--- config.mk ---
export PLATFORM = sky130hd
export DESIGN_NAME = srl_fill_seq
export DESIGN_NICKNAME = d
export VERILOG_FILES = /design/src/rtl/srl_pkg.sv /design/src/rtl/srl_fill_seq_wrap_counter.sv /design/src/rtl/srl_fill_seq.sv
export SDC_FILE = /design/constraint.sdc
export NUM_CORES = 1
export LEC_CHECK = 0
export ABC_AREA = 1
export BUFFER_PORTS_ARGS = -buffer_cell sky130_fd_sc_hd__buf_2
export CORE_AREA = 2 2 40 42
export CTS_CLUSTER_DIAMETER = 50
export DETAILED_ROUTE_END_ITERATION = 8
export DIE_AREA = 0 0 42 44
export PLACE_DENSITY = 0.72
export SLEW_MARGIN = 10
export SYNTH_ARGS = -nofsm -noshare
export SYNTH_HDL_FRONTEND = slang
export SYNTH_HIERARCHICAL = 1
export SYNTH_SLANG_ARGS = --single-unit
export TNS_END_PERCENT = 20
--- constraint.sdc ---
create_clock -name clk -period 2.4 [get_ports clk]
set_clock_uncertainty 0.05 [all_clocks]
set_input_delay 0.72 -clock clk [delete_from_list [all_inputs] [get_ports clk]]
set_output_delay 0.72 -clock clk [all_outputs]
set_load 0.02 [all_outputs]
--- src/rtl/srl_pkg.sv ---
`default_nettype none
// ============================================================================
// Module      : srl_pkg
// Description : Shared constants and state encodings for the SRL-based CAM
//               storage array and its fill sequencer.
// Revision    : 1.0 - initial release
// ============================================================================
package srl_pkg;

  // Default geometry of the CAM storage array, shared with the array itself
  localparam int unsigned SRL_DEPTH_DEF = 32;
  localparam int unsigned NUM_SRL_DEF   = 8;

  // Fill sequencer states, 2-bit encoding
  typedef enum logic [1:0] {
    ST_IDLE = 2'd0,
    ST_FILL = 2'd1,
    ST_FULL = 2'd2
  } state_t;

  // Number of accepted beats needed to fill the whole array
  function automatic int unsigned fill_beats(input int unsigned num_srl,
                                             input int unsigned srl_depth);
    return num_srl * srl_depth;
  endfunction

endpackage : srl_pkg
`default_nettype wire

--- src/rtl/srl_fill_seq_wrap_counter.sv ---
`default_nettype none
// ============================================================================
// Module      : wrap_counter
// Description : Up-counter with synchronous clear that returns to zero after
//               reaching MAX. 'wrap' flags the enabled count at MAX so it can
//               cascade into the next counter stage.
// Revision    : 1.0 - initial release
// ============================================================================
module wrap_counter #(
  parameter int unsigned WIDTH = 4,
  parameter int unsigned MAX   = 15
) (
  input  logic             clk,
  input  logic             reset,
  input  logic             clr,
  input  logic             en,
  output logic [WIDTH-1:0] q,
  output logic             wrap
);

  logic [WIDTH-1:0] r_q;
  logic             w_at_max;

  // Explicit terminal compare so non-power-of-two ranges never overshoot
  assign w_at_max = (r_q == WIDTH'(MAX));
  assign wrap     = en & w_at_max;
  assign q        = r_q;

  // Count on enable; clear has priority over counting, reset over both
  always_ff @(posedge clk) begin
    if (reset) begin
      r_q <= '0;
    end else if (clr) begin
      r_q <= '0;
    end else if (en) begin
      r_q <= w_at_max ? '0 : (r_q + WIDTH'(1));
    end
  end

endmodule : wrap_counter
`default_nettype wire

--- src/rtl/srl_fill_seq.sv ---
`default_nettype none
// ============================================================================
// Module      : srl_fill_seq
// Description : Fill sequencer for the SRL-based CAM storage array. Steps a
//               write stream across NUM_SRL banks of SRL_DEPTH entries,
//               driving bank select and per-beat shift enable, with stall,
//               abort, a one-cycle done pulse and a sticky full level.
// Revision    : 1.0 - initial release
// ============================================================================
module srl_fill_seq
  import srl_pkg::*;
#(
  parameter int unsigned SRL_DEPTH = SRL_DEPTH_DEF,
  parameter int unsigned NUM_SRL   = NUM_SRL_DEF,
  parameter int unsigned SEL_W     = $clog2(NUM_SRL),
  parameter int unsigned IDX_W     = $clog2(SRL_DEPTH)
) (
  input  logic             clk,
  input  logic             reset,
  input  logic             start,
  input  logic             wr_valid,
  input  logic             abort,
  output logic [SEL_W-1:0] sel,
  output logic [IDX_W-1:0] bit_idx,
  output logic             srl_ce,
  output logic             busy,
  output logic             done,
  output logic             full
);

  state_t r_state;
  logic   r_busy;
  logic   r_done;
  logic   r_full;

  logic   w_in_fill;
  logic   w_can_start;
  logic   w_ce;
  logic   w_clr;
  logic   w_sel_en;
  logic   w_bit_wrap;
  logic   w_sel_wrap;
  logic   w_final_beat;

  // Shift enable is combinational so the bank sees the beat in its own cycle;
  // abort wins over a coincident write beat.
  assign w_in_fill   = (r_state == ST_FILL);
  assign w_can_start = (r_state == ST_IDLE) || (r_state == ST_FULL);
  assign w_ce        = w_in_fill & wr_valid & ~abort;

  // Counters restart on every accepted start and on any abort; the final beat
  // brings both back to zero through their own wrap paths.
  assign w_clr        = abort | (w_can_start & start);
  assign w_sel_en     = w_ce & w_bit_wrap;
  assign w_final_beat = w_sel_wrap;

  // Entry index within the current bank
  wrap_counter #(
    .WIDTH (IDX_W),
    .MAX   (SRL_DEPTH - 1)
  ) u_bit_cnt (
    .clk   (clk),
    .reset (reset),
    .clr   (w_clr),
    .en    (w_ce),
    .q     (bit_idx),
    .wrap  (w_bit_wrap)
  );

  // Bank select, advanced by the beat that completes a bank
  wrap_counter #(
    .WIDTH (SEL_W),
    .MAX   (NUM_SRL - 1)
  ) u_sel_cnt (
    .clk   (clk),
    .reset (reset),
    .clr   (w_clr),
    .en    (w_sel_en),
    .q     (sel),
    .wrap  (w_sel_wrap)
  );

  // Sequencer state and registered status outputs
  always_ff @(posedge clk) begin
    if (reset) begin
      r_state <= ST_IDLE;
      r_busy  <= 1'b0;
      r_done  <= 1'b0;
      r_full  <= 1'b0;
    end else begin
      r_done <= 1'b0;
      case (r_state)
        ST_IDLE: begin
          if (start && !abort) begin
            r_state <= ST_FILL;
            r_busy  <= 1'b1;
          end
        end
        ST_FILL: begin
          if (abort) begin
            r_state <= ST_IDLE;
            r_busy  <= 1'b0;
          end else if (w_final_beat) begin
            r_state <= ST_FULL;
            r_busy  <= 1'b0;
            r_done  <= 1'b1;
            r_full  <= 1'b1;
          end
        end
        ST_FULL: begin
          if (abort) begin
            r_state <= ST_IDLE;
            r_full  <= 1'b0;
          end else if (start) begin
            r_state <= ST_FILL;
            r_busy  <= 1'b1;
            r_full  <= 1'b0;
          end
        end
        default: begin
          r_state <= ST_IDLE;
          r_busy  <= 1'b0;
          r_full  <= 1'b0;
        end
      endcase
    end
  end

  assign srl_ce = w_ce;
  assign busy   = r_busy;
  assign done   = r_done;
  assign full   = r_full;

endmodule : srl_fill_seq
`default_nettype wire

==> flow_summary.json, run 1 <==
{
  "status": "finished clean",
  "final_common_cell": "nand2_1",
  "via_per_inst": 4.65,
  "ctsResizeCount": 0,
  "synth_cell_type_count": 16,
  "fillers": 142,
  "die_y_um": 44,
  "grt_pass1_wl_um": 1990,
  "syn_nets": 103,
  "critPathMaxStageDelay_ns": 0.18,
  "synth_top_area_cell": "dfxtp_1",
  "setup_viol": 0,
  "fin_crit_sh": 0.869,
  "crit_type": "input pin to output pin",
  "antenna_found_initial": 0,
  "ys_top_cells_by_area": "dfxtp_1 (39%), nand2_1 (11%), nor2_1 (11%)",
  "overflow": 0,
  "area.growth.synth_to_final_pct": 21.7,
  "gp_congestion": 0.825,
  "finalCoreUtilization": 0.568,
  "cpMostUsedCell": "buf_2",
  "clk_latency_ns": 0.28,
  "cpMaxStageDelayCell": "buf_2",
  "holdBufCountCts": 0,
  "finalHoldViolCount": 0,
  "port_buffers": 16,
  "grt_max_degree": 8,
  "clkSinkCount": 13,
  "cts_htree_levels": 1,
  "rsz0062_at_grt": "false",
  "pin_count": 17,
  "hold_class": "register to register",
  "synth-seq-area-share": 0.393,
  "power_uw": 386,
  "syn_inst": 94,
  "cap_violations": 0,
  "vdd_drop_max_v": 0.000321,
  "path_cells": "buf_2, inv_2, nand2_1, nor2_2, buf_2",
  "drv_slew": 0,
  "clock.fmax_mhz": 480,
  "drc": 0,
  "wl_um": 1130,
  "clock_path_buffers": 2,
  "worstSetupStartpointType": "input pin",
  "cts_tree": "built",
  "endpoint_kind": "output pin",
  "fin_cells": 132,
  "diodes": 0,
  "final_cell_mix": "nand2_1 (20), nor2_1 (18), buf_2 (16), inv_1 (15), dfxtp_1 (13)",
  "wire_per_inst_um": 8.59,
  "row_count": 14,
  "yosys_register_bits": 13,
  "clk_pin_slew_ns": 0.08,
  "clockRootBuffer": "clkbuf_4",
  "power_density_nw_per_um2": 480,
  "vias": 614,
  "num-nets-final": 126,
  "drive_gt1_frac": 0.276,
  "regArea_um2": 260,
  "tns_ns": 0,
  "cp.required_ns": 1.63,
  "ant_nets": 0,
  "start_util": 0.466,
  "synth.cell_area_um2": 662,
  "dr.first_iter.drc_count": 7,
  "p_leak_uw": 0.000427,
  "critPathArrivalTime_ns": 1.32,
  "grt_pass1_vias": 531,
  "numCtsBuffers": 3,
  "syn_avg_cell_area_um2": 7.04,
  "drt-pass1-iter-count": 4,
  "die_area_um2": 1850,
  "worst_pin_slew_ns": 0.299,
  "core-area_um2": 1420,
  "dp_cells": 128,
  "whs_ns": 0.418,
  "yosys_warnings": 6,
  "place.detailed.hpwl_um": 915,
  "postCtsSetupBuffers": 0,
  "path_max_fanout": 4,
  "grt_use_total": 0.143,
  "period_minus_slack_ns": 2.09,
  "multi_input_area_um2": 340,
  "timing.slew.headroom": 0.798,
  "synth_top_area_frac": 0.393,
  "fp.dieW_um": 42
}
## state kept, by name, indices dropped and copies added (netlist names)
| signal | cells |
|---|---|
| done | 1 |
| r_state | 2 |
| u_bit_cnt/q | 5 |
| u_sel_cnt/q | 3 |
| busy | 1 |
| full | 1 |
## kinds of logic after synthesis
family,count (synthesis),share of synthesized area
simple gates,51,0.361
buf+inv,17,0.0964
flops,13,0.393
compound gates,8,0.0605
fa+ha+maj,4,0.0756
xor+xnor,1,0.0132
## area by class of cell
type / count / share of cell area
Multi-Input combinational cell: 64 / 0.422
Inverter: 17 / 0.0792
Tap cell: 16 / 0.0248
Timing Repair Buffer: 18 / 0.118
Sequential cell: 13 / 0.323
Clock buffer: 4 / 0.0326
## worst max-delay path: cells and delay by family
kind                   cells  cell delay (ns)
buffers and inverters      3             0.37
and+or+nand+nor            2             0.22
## cell usage after synthesis
master   number
nor3b_2       2
nand2_2       2
nand2_1      20
nand3_2       1
nand3_1       3
nor2_1       19
inv_2         2
a21oi_1       4
nor2_2        2
nor2_4        1
o21ai_0       4
ha_1          4
dfxtp_1      13
inv_1        15
xor2_1        1
and3_1        1
## stage by stage
stage	worst slack [ns]	area, um^2
floorplan	0.0596	664
global placement	0.297	779
detailed placement	0.262	779
CTS	0.317	806
global route	0.246	806
finish	0.315	806
## path summary, 6_finish.rpt
| check | start | to | cells past startpoint | slack [ns] |
|---|---|---|---|---|
| setup / recovery | abort | srl_ce | 5 | 0.31 |
| hold / removal | busy$_SDFFE_PP0P_ | busy$_SDFFE_PP0P_ | 2 | 0.42 |
| setup reg to reg | u_bit_cnt/q[0]$_SDFFE_PP0P_ | full$_SDFFE_PP0P_ | 13 | 0.55 |
| hold reg to reg | busy$_SDFFE_PP0P_ | busy$_SDFFE_PP0P_ | 2 | 0.42 |
## routing by layer
metal	vias up	routed length (um)	global-route usage
met3	2	61	0.0333
li1	333	-	-
met5	-	0	0
met2	13	498	0.228
met4	0	21	0.0968
met1	266	553	0.172
## where the power goes
| group | switching [uW] | internal, uW |
|---|---|---|
| Sequential | 1.61 | 218 |
| Clock | 72.1 | 64.5 |
| Combinational | 19.7 | 10.6 |
Power figures use the tool's default switching activity.
==> run 2: changes to the inputs <==
Settings changed: PLACE_DENSITY 0.72 to 0.7, SLEW_MARGIN 10 to default, SYNTH_HIERARCHICAL 1 to default.
==> run 2 against run 1 <==
Combinational power fell by 13%. Non-clock buffer count shrank 1. Register-to-register slack improved by 0.28 ns. Power fell by 1.5%. Hold slack improved by 0.0084 ns. Synthesized cell count decreased by 8.5%. Via count shrank 4.7%. Fmax about the same. Critical path type unchanged. Highest routed layer unchanged. Sequential cell count stayed put. Count of clock-buffer cells in the layout did not move. Clock power hardly changed. Largest power group unchanged.
==> flow_summary.json, run 2 <==
{
  "worstSetupStartpointType": "input pin",
  "grt_pass1_vias": 504,
  "drc": 0,
  "cts_htree_levels": 1,
  "dr.first_iter.drc_count": 13,
  "clock.fmax_mhz": 479,
  "vdd_drop_max_v": 0.000296,
  "synth_top_area_frac": 0.414,
  "place_ws_ns": 0.308,
  "async_reset_ff_frac": 0,
  "cpMostUsedCell": "buf_2",
  "reg2reg_depth": 9,
  "synth_top_area_cell": "dfxtp_1",
  "cpMaxStageDelayCell": "buf_2",
  "endpoint_kind": "output pin",
  "finalCoreUtilization": 0.537,
  "postCtsSetupBuffers": 0,
  "synth-edff-count": 0,
  "place.detailed.hpwl_um": 919,
  "numCtsBuffers": 3,
  "grt_pass1_wl_um": 2040,
  "synth_cell_type_count": 16,
  "yosys_warnings": 0,
  "clockRootBuffer": "clkbuf_4",
  "ant_nets": 0,
  "drt-pass1-iter-count": 4,
  "setup_viol": 0,
  "fp.dieW_um": 42,
  "grt_use_total": 0.147,
  "worst_pin_slew_ns": 0.250,
  "finalHoldViolCount": 0,
  "rsz0062_at_grt": "false",
  "cap_violations": 0,
  "tns_ns": 0,
  "grt_max_degree": 8,
  "clk_latency_ns": 0.27,
  "r2r_end": "busy$_SDFFE_PP0P_",
  "yosys_register_bits": 13,
  "path_delay_family": "buffers and inverters",
  "p_leak_uw": 0.000344,
  "fin_ws_ns": 0.313,
  "syn_avg_cell_area_um2": 7.30,
  "clk_pin_slew_ns": 0.08,
  "die_area_um2": 1850,
  "vias": 585,
  "holdBufCountCts": 0,
  "hold_class": "register to register",
  "via_per_inst": 4.76,
  "num-nets-final": 117,
  "wire_per_inst_um": 9.43,
  "whs_ns": 0.426,
  "overflow": 0,
  "crit_type": "input pin to output pin",
  "row_count": 14,
  "syn_nets": 95,
  "wl_um": 1160,
  "hold_end": "busy$_SDFFE_PP0P_",
  "clock_path_buffers": 2,
  "die_y_um": 44,
  "synth-seq-area-share": 0.414,
  "path_cells": "buf_2, inv_1, nand3_2, nor2_4, buf_2",
  "pin_count": 17,
  "fin_crit_sh": 0.870,
  "ys_top_cells_by_area": "dfxtp_1 (41%), nand2_1 (11%), nor2_1 (9.6%)",
  "syn_inst": 86,
  "critPathArrivalTime_ns": 1.32,
  "diodes": 0,
  "timing.critical_path.buf_inv": 3,
  "path_max_fanout": 4,
  "antenna_found_initial": 0,
  "holdPathStages": 2,
  "cp.required_ns": 1.63,
  "port_buffers": 16,
  "yosysMostFrequentCell": "nand2_1",
  "core-area_um2": 1420,
  "netlist_top_cells_count": "nand2_1 (18), nor2_1 (16), dfxtp_1 (13)",
  "gp_congestion": 0.765,
  "ctsResizeCount": 0,
  "largest_reg_flops": 5,
  "drive_gt1_frac": 0.243,
  "clkSinkCount": 13,
  "period_minus_slack_ns": 2.09,
  "drv_slew": 0,
  "final_common_cell": "nand2_1",
  "cts_tree": "built",
  "power_uw": 381,
  "min-delay-start": "busy$_SDFFE_PP0P_",
  "area.growth.synth_to_final_pct": 21.3,
  "final_cell_mix": "nand2_1 (18), nor2_1 (16), buf_2 (16), dfxtp_1 (13), inv_1 (11)",
  "synth.cell_area_um2": 628,
  "start_util": 0.443,
  "critPathMaxStageDelay_ns": 0.17,
  "synth_flop_cell": "dfxtp_1",
  "power_density_nw_per_um2": 500,
  "timing.slew.headroom": 0.833,
  "r2r-start": "u_bit_cnt.q[0]$_SDFFE_PP0P_",
  "fillers": 142,
  "status": "finished clean",
  "regToRegSetupSlack_ns": 0.83
}
## run 2: changes by cell type after synthesis, sizes merged
cell,delta
nor2,-3
a21oi,+4
nand2,-2
o21ai,-1
and3,-1
o31ai,+1
inv,-6
nor3,+2
nor3b,-2
nand3,-1
a31oi,+1
## run 2: final cells by class
| class | count | area [um^2] | share of cell area |
|---|---|---|---|
| Inverter | 11 | 41.3 | 0.0542 |
| Sequential cell | 13 | 260 | 0.342 |
| Multi-Input combinational cell | 62 | 327 | 0.429 |
| Clock buffer | 4 | 26.3 | 0.0345 |
| Timing Repair Buffer | 17 | 87.6 | 0.115 |
| Tap cell | 16 | 20.0 | 0.0263 |
## run 2: per-layer routing
metal  track usage  part of all wire  up-vias
met5             0                 0        -
met2         0.234              0.44       11
met3        0.0250             0.041        5
met1         0.176              0.48      252
li1              -                 -      317
met4         0.116             0.032        0
## run 2: where the power goes
group / total (uW) / switching (uW) / internal [uW] / leakage, uW
sequential: 220 / 2.20 / 218 / 0.000105
combinational: 26.5 / 17.2 / 9.31 / 0.000224
clock: 134 / 69.7 / 64.4 / 0.0000150
total: 381 / 89.1 / 291 / 0.000344
## run 2: how the worst max path moves through the flow
stage               startpoint      to  cells after the start
finish                   abort  srl_ce                      5
global placement         abort  srl_ce                      5
CTS                      abort  srl_ce                      5
detailed placement       abort  srl_ce                      5
global route             abort  srl_ce                      5
floorplan                abort  srl_ce                      3
## run 2: kinds of logic after synthesis
| logic type | Yosys count | synth area share |
|---|---|---|
| flops | 13 | 0.414 |
| xor+xnor | 1 | 0.0139 |
| simple gates | 44 | 0.317 |
| fa+ha+maj | 4 | 0.0797 |
| compound gates | 13 | 0.110 |
| buf+inv | 11 | 0.0657 |
## run 2: worst register-to-register path: stages (launching register included)
cell     delay [ns]
dfxtp_1        0.38
ha_1           0.19
nand2_1        0.06
nor2_1         0.09
ha_1           0.20
inv_1          0.09
o31ai_1        0.20
nand2_1        0.07
nand2_1        0.08
nor2_1         0.05
## run 2: stage by stage
stage,cells,cell area (um^2)
after floorplan,86,628
after global placement,119,736
after detailed placement,119,736
after CTS,123,762
after global routing,123,762
final,123,762
==> run 3: changes to the inputs <==
Settings changed: ABC_AREA 1 to 0, PLACE_DENSITY 0.7 to 0.69.
==> run 3 against run 2 <==
Global-route usage rose by 1.5 points. Worst setup slack improved by 0.023 ns. Highest routed layer unchanged. Largest cell class unchanged. Sequential power barely moved.
==> flow_summary.json, run 3 <==
{
  "largest_reg_flops": 5,
  "die_area_um2": 1850,
  "syn_nets": 80,
  "start_util": 0.439,
  "cts_htree_levels": 1,
  "worst_pin_slew_ns": 0.610,
  "finalHoldViolCount": 0,
  "muxShareOfSynthArea": 0.0181,
  "dr.first_iter.drc_count": 7,
  "tns_ns": 0,
  "vias": 567,
  "postCtsSetupBuffers": 0,
  "path_cells": "buf_2, nand4bb_1, inv_1, buf_2",
  "async_reset_ff_frac": 0,
  "synthSimpleGateAreaFrac": 0.263,
  "status": "finished clean",
  "wire_per_inst_um": 11.8,
  "finalCoreUtilization": 0.526,
  "fillers": 148,
  "via_per_inst": 5.35,
  "final_area_um2": 746,
  "cap_violations": 0,
  "fin_crit_sh": 0.860,
  "clock.fmax_mhz": 484,
  "drv_slew": 0,
  "fp.dieW_um": 42,
  "clk_latency_ns": 0.27,
  "grt_pass1_vias": 517,
  "cts_tree": "built",
  "ant_nets": 0,
  "final_cell_mix": "buf_2 (16), dfxtp_1 (13), a21oi_1 (10), nand2_1 (6), o21ai_0 (5)",
  "synth-edff-count": 0,
  "row_count": 14,
  "critPathMaxStageDelay_ns": 0.22,
  "pin_count": 17,
  "area.growth.synth_to_final_pct": 19.7,
  "p_leak_uw": 0.000328,
  "drc": 0,
  "place.detailed.hpwl_um": 919,
  "worstSetupStartpointType": "input pin",
  "reg2reg_depth": 6,
  "synth_fa_ha_area_frac": 0.0803,
  "period_minus_slack_ns": 2.06,
  "place_area_um2": 719,
  "diodes": 0,
  "synth_xor_area_frac": 0,
  "synth.cell_area_um2": 623,
  "power_density_nw_per_um2": 512,
  "clkSinkCount": 13,
  "port_buffers": 16,
  "grt_max_degree": 10,
  "numCtsBuffers": 3,
  "synth-seq-area-share": 0.418,
  "vdd_drop_max_v": 0.000269,
  "r2r_end": "u_sel_cnt.q[1]$_SDFFE_PP0P_",
  "syn_inst": 71,
  "drive_gt1_frac": 0.267,
  "synth_top_area_cell": "dfxtp_1",
  "startpoint": "abort",
  "cpMaxStageDelayCell": "nand4bb_1",
  "yosys_register_bits": 13,
  "yosysMostFrequentCell": "dfxtp_1",
  "clock_path_buffers": 2,
  "clockRootBuffer": "clkbuf_4",
  "die_y_um": 44,
  "antenna_found_initial": 0,
  "synth_top_area_frac": 0.418,
  "netlist_top_cells_count": "dfxtp_1 (13), a21oi_1 (10), nand2_1 (6)",
  "path_max_fanout": 7,
  "ys_top_cells_by_area": "dfxtp_1 (42%), a21oi_1 (8.0%), ha_1 (8.0%)",
  "r2r-start": "u_bit_cnt.q[0]$_SDFFE_PP0P_",
  "grt_use_total": 0.162,
  "regToRegSetupSlack_ns": 0.47,
  "yosys_warnings": 0,
  "core-area_um2": 1420,
  "cpMostUsedCell": "buf_2",
  "hold_class": "register to register",
  "synth_cell_type_count": 25,
  "cp.required_ns": 1.63,
  "crit_type": "input pin to output pin",
  "setup_viol": 0,
  "endpoint_kind": "output pin",
  "synth_flop_cell": "dfxtp_1",
  "path_depth": 4,
  "synth_compound_area_frac": 0.179,
  "gp_congestion": 0.794,
  "syn_avg_cell_area_um2": 8.78,
  "synth_top_family_by_area": "simple AND/OR/NAND/NOR gates",
  "final_common_cell": "buf_2",
  "timing.critical_path.buf_inv": 3,
  "path_delay_family": "buffers and inverters",
  "overflow": 0,
  "rsz0062_at_grt": "false",
  "timing.slew.headroom": 0.591,
  "drt-pass1-iter-count": 4,
  "wl_um": 1250,
  "grt_pass1_wl_um": 2170,
  "ctsResizeCount": 0,
  "whs_ns": 0.405,
  "holdBufCountCts": 0,
  "num-nets-final": 100,
  "clk_pin_slew_ns": 0.08,
  "cp-endpoint": "srl_ce",
  "critPathArrivalTime_ns": 1.29
}
run 3: power by group:
part           internal, uW  switching, uW
Sequential              218           3.07
Combinational          10.8           15.3
Clock                  64.4           70.0
run 3: worst min path at each step:
stage	from	end	slack [ns]	cells after the start
2_1_floorplan	full$_SDFFE_PP0P_	full$_SDFFE_PP0P_	0.48	2
3_3_place_gp	full$_SDFFE_PP0P_	full$_SDFFE_PP0P_	0.39	2
3_5_place_dp	full$_SDFFE_PP0P_	full$_SDFFE_PP0P_	0.40	2
4_1_cts	full$_SDFFE_PP0P_	full$_SDFFE_PP0P_	0.41	2
5_1_grt	busy$_SDFFE_PP0P_	busy$_SDFFE_PP0P_	0.46	2
6_report	full$_SDFFE_PP0P_	full$_SDFFE_PP0P_	0.41	2
run 3: worst reg2reg max path: cells and delay by family, from the launching register on:
family                     cells  cell delay [ns]
AOI/OAI and AO/OA              1             0.16
adders and majority gates      2             0.51
DFF                            1             0.40
and+or+nand+nor                3             0.74
run 3: per-layer routing:
| metal | part of all wire | vias up | global-route usage |
|---|---|---|---|
| met2 | 0.47 | 10 | 0.244 |
| met1 | 0.46 | 251 | 0.189 |
| met3 | 0.040 | 4 | 0.0500 |
| met5 | 0 | - | 0 |
| li1 | - | 302 | - |
| met4 | 0.026 | 0 | 0.135 |
run 3: cell type report:
type / count / area [um^2] / share of cell area
sequential: 13 / 260 / 0.349
tap: 16 / 20.0 / 0.0268
clock buffer: 4 / 26.3 / 0.0352
multi-input combinational: 52 / 337 / 0.451
timing repair buffer: 17 / 87.6 / 0.117
inverter: 4 / 15.0 / 0.0201
run 3: per-stage QoR:
step | setup WS (ns) | cells | total power, uW
floorplan | 0.431 | 71 | 240
global placement | 0.336 | 102 | 252
detailed placement | 0.329 | 102 | 253
CTS | 0.330 | 106 | 387
global route | 0.286 | 106 | 405
finish | 0.336 | 106 | 382
run 3: kinds of logic (layout without fill, tap and decap cells):
group,count (synthesis),in the layout
multiplexers,1,1
flip-flops,13,13
adder cells (fa/ha/maj),4,4
AO/OA/AOI/OAI,20,20
AND/OR/NAND/NOR,27,27
buffers and inverters,6,25
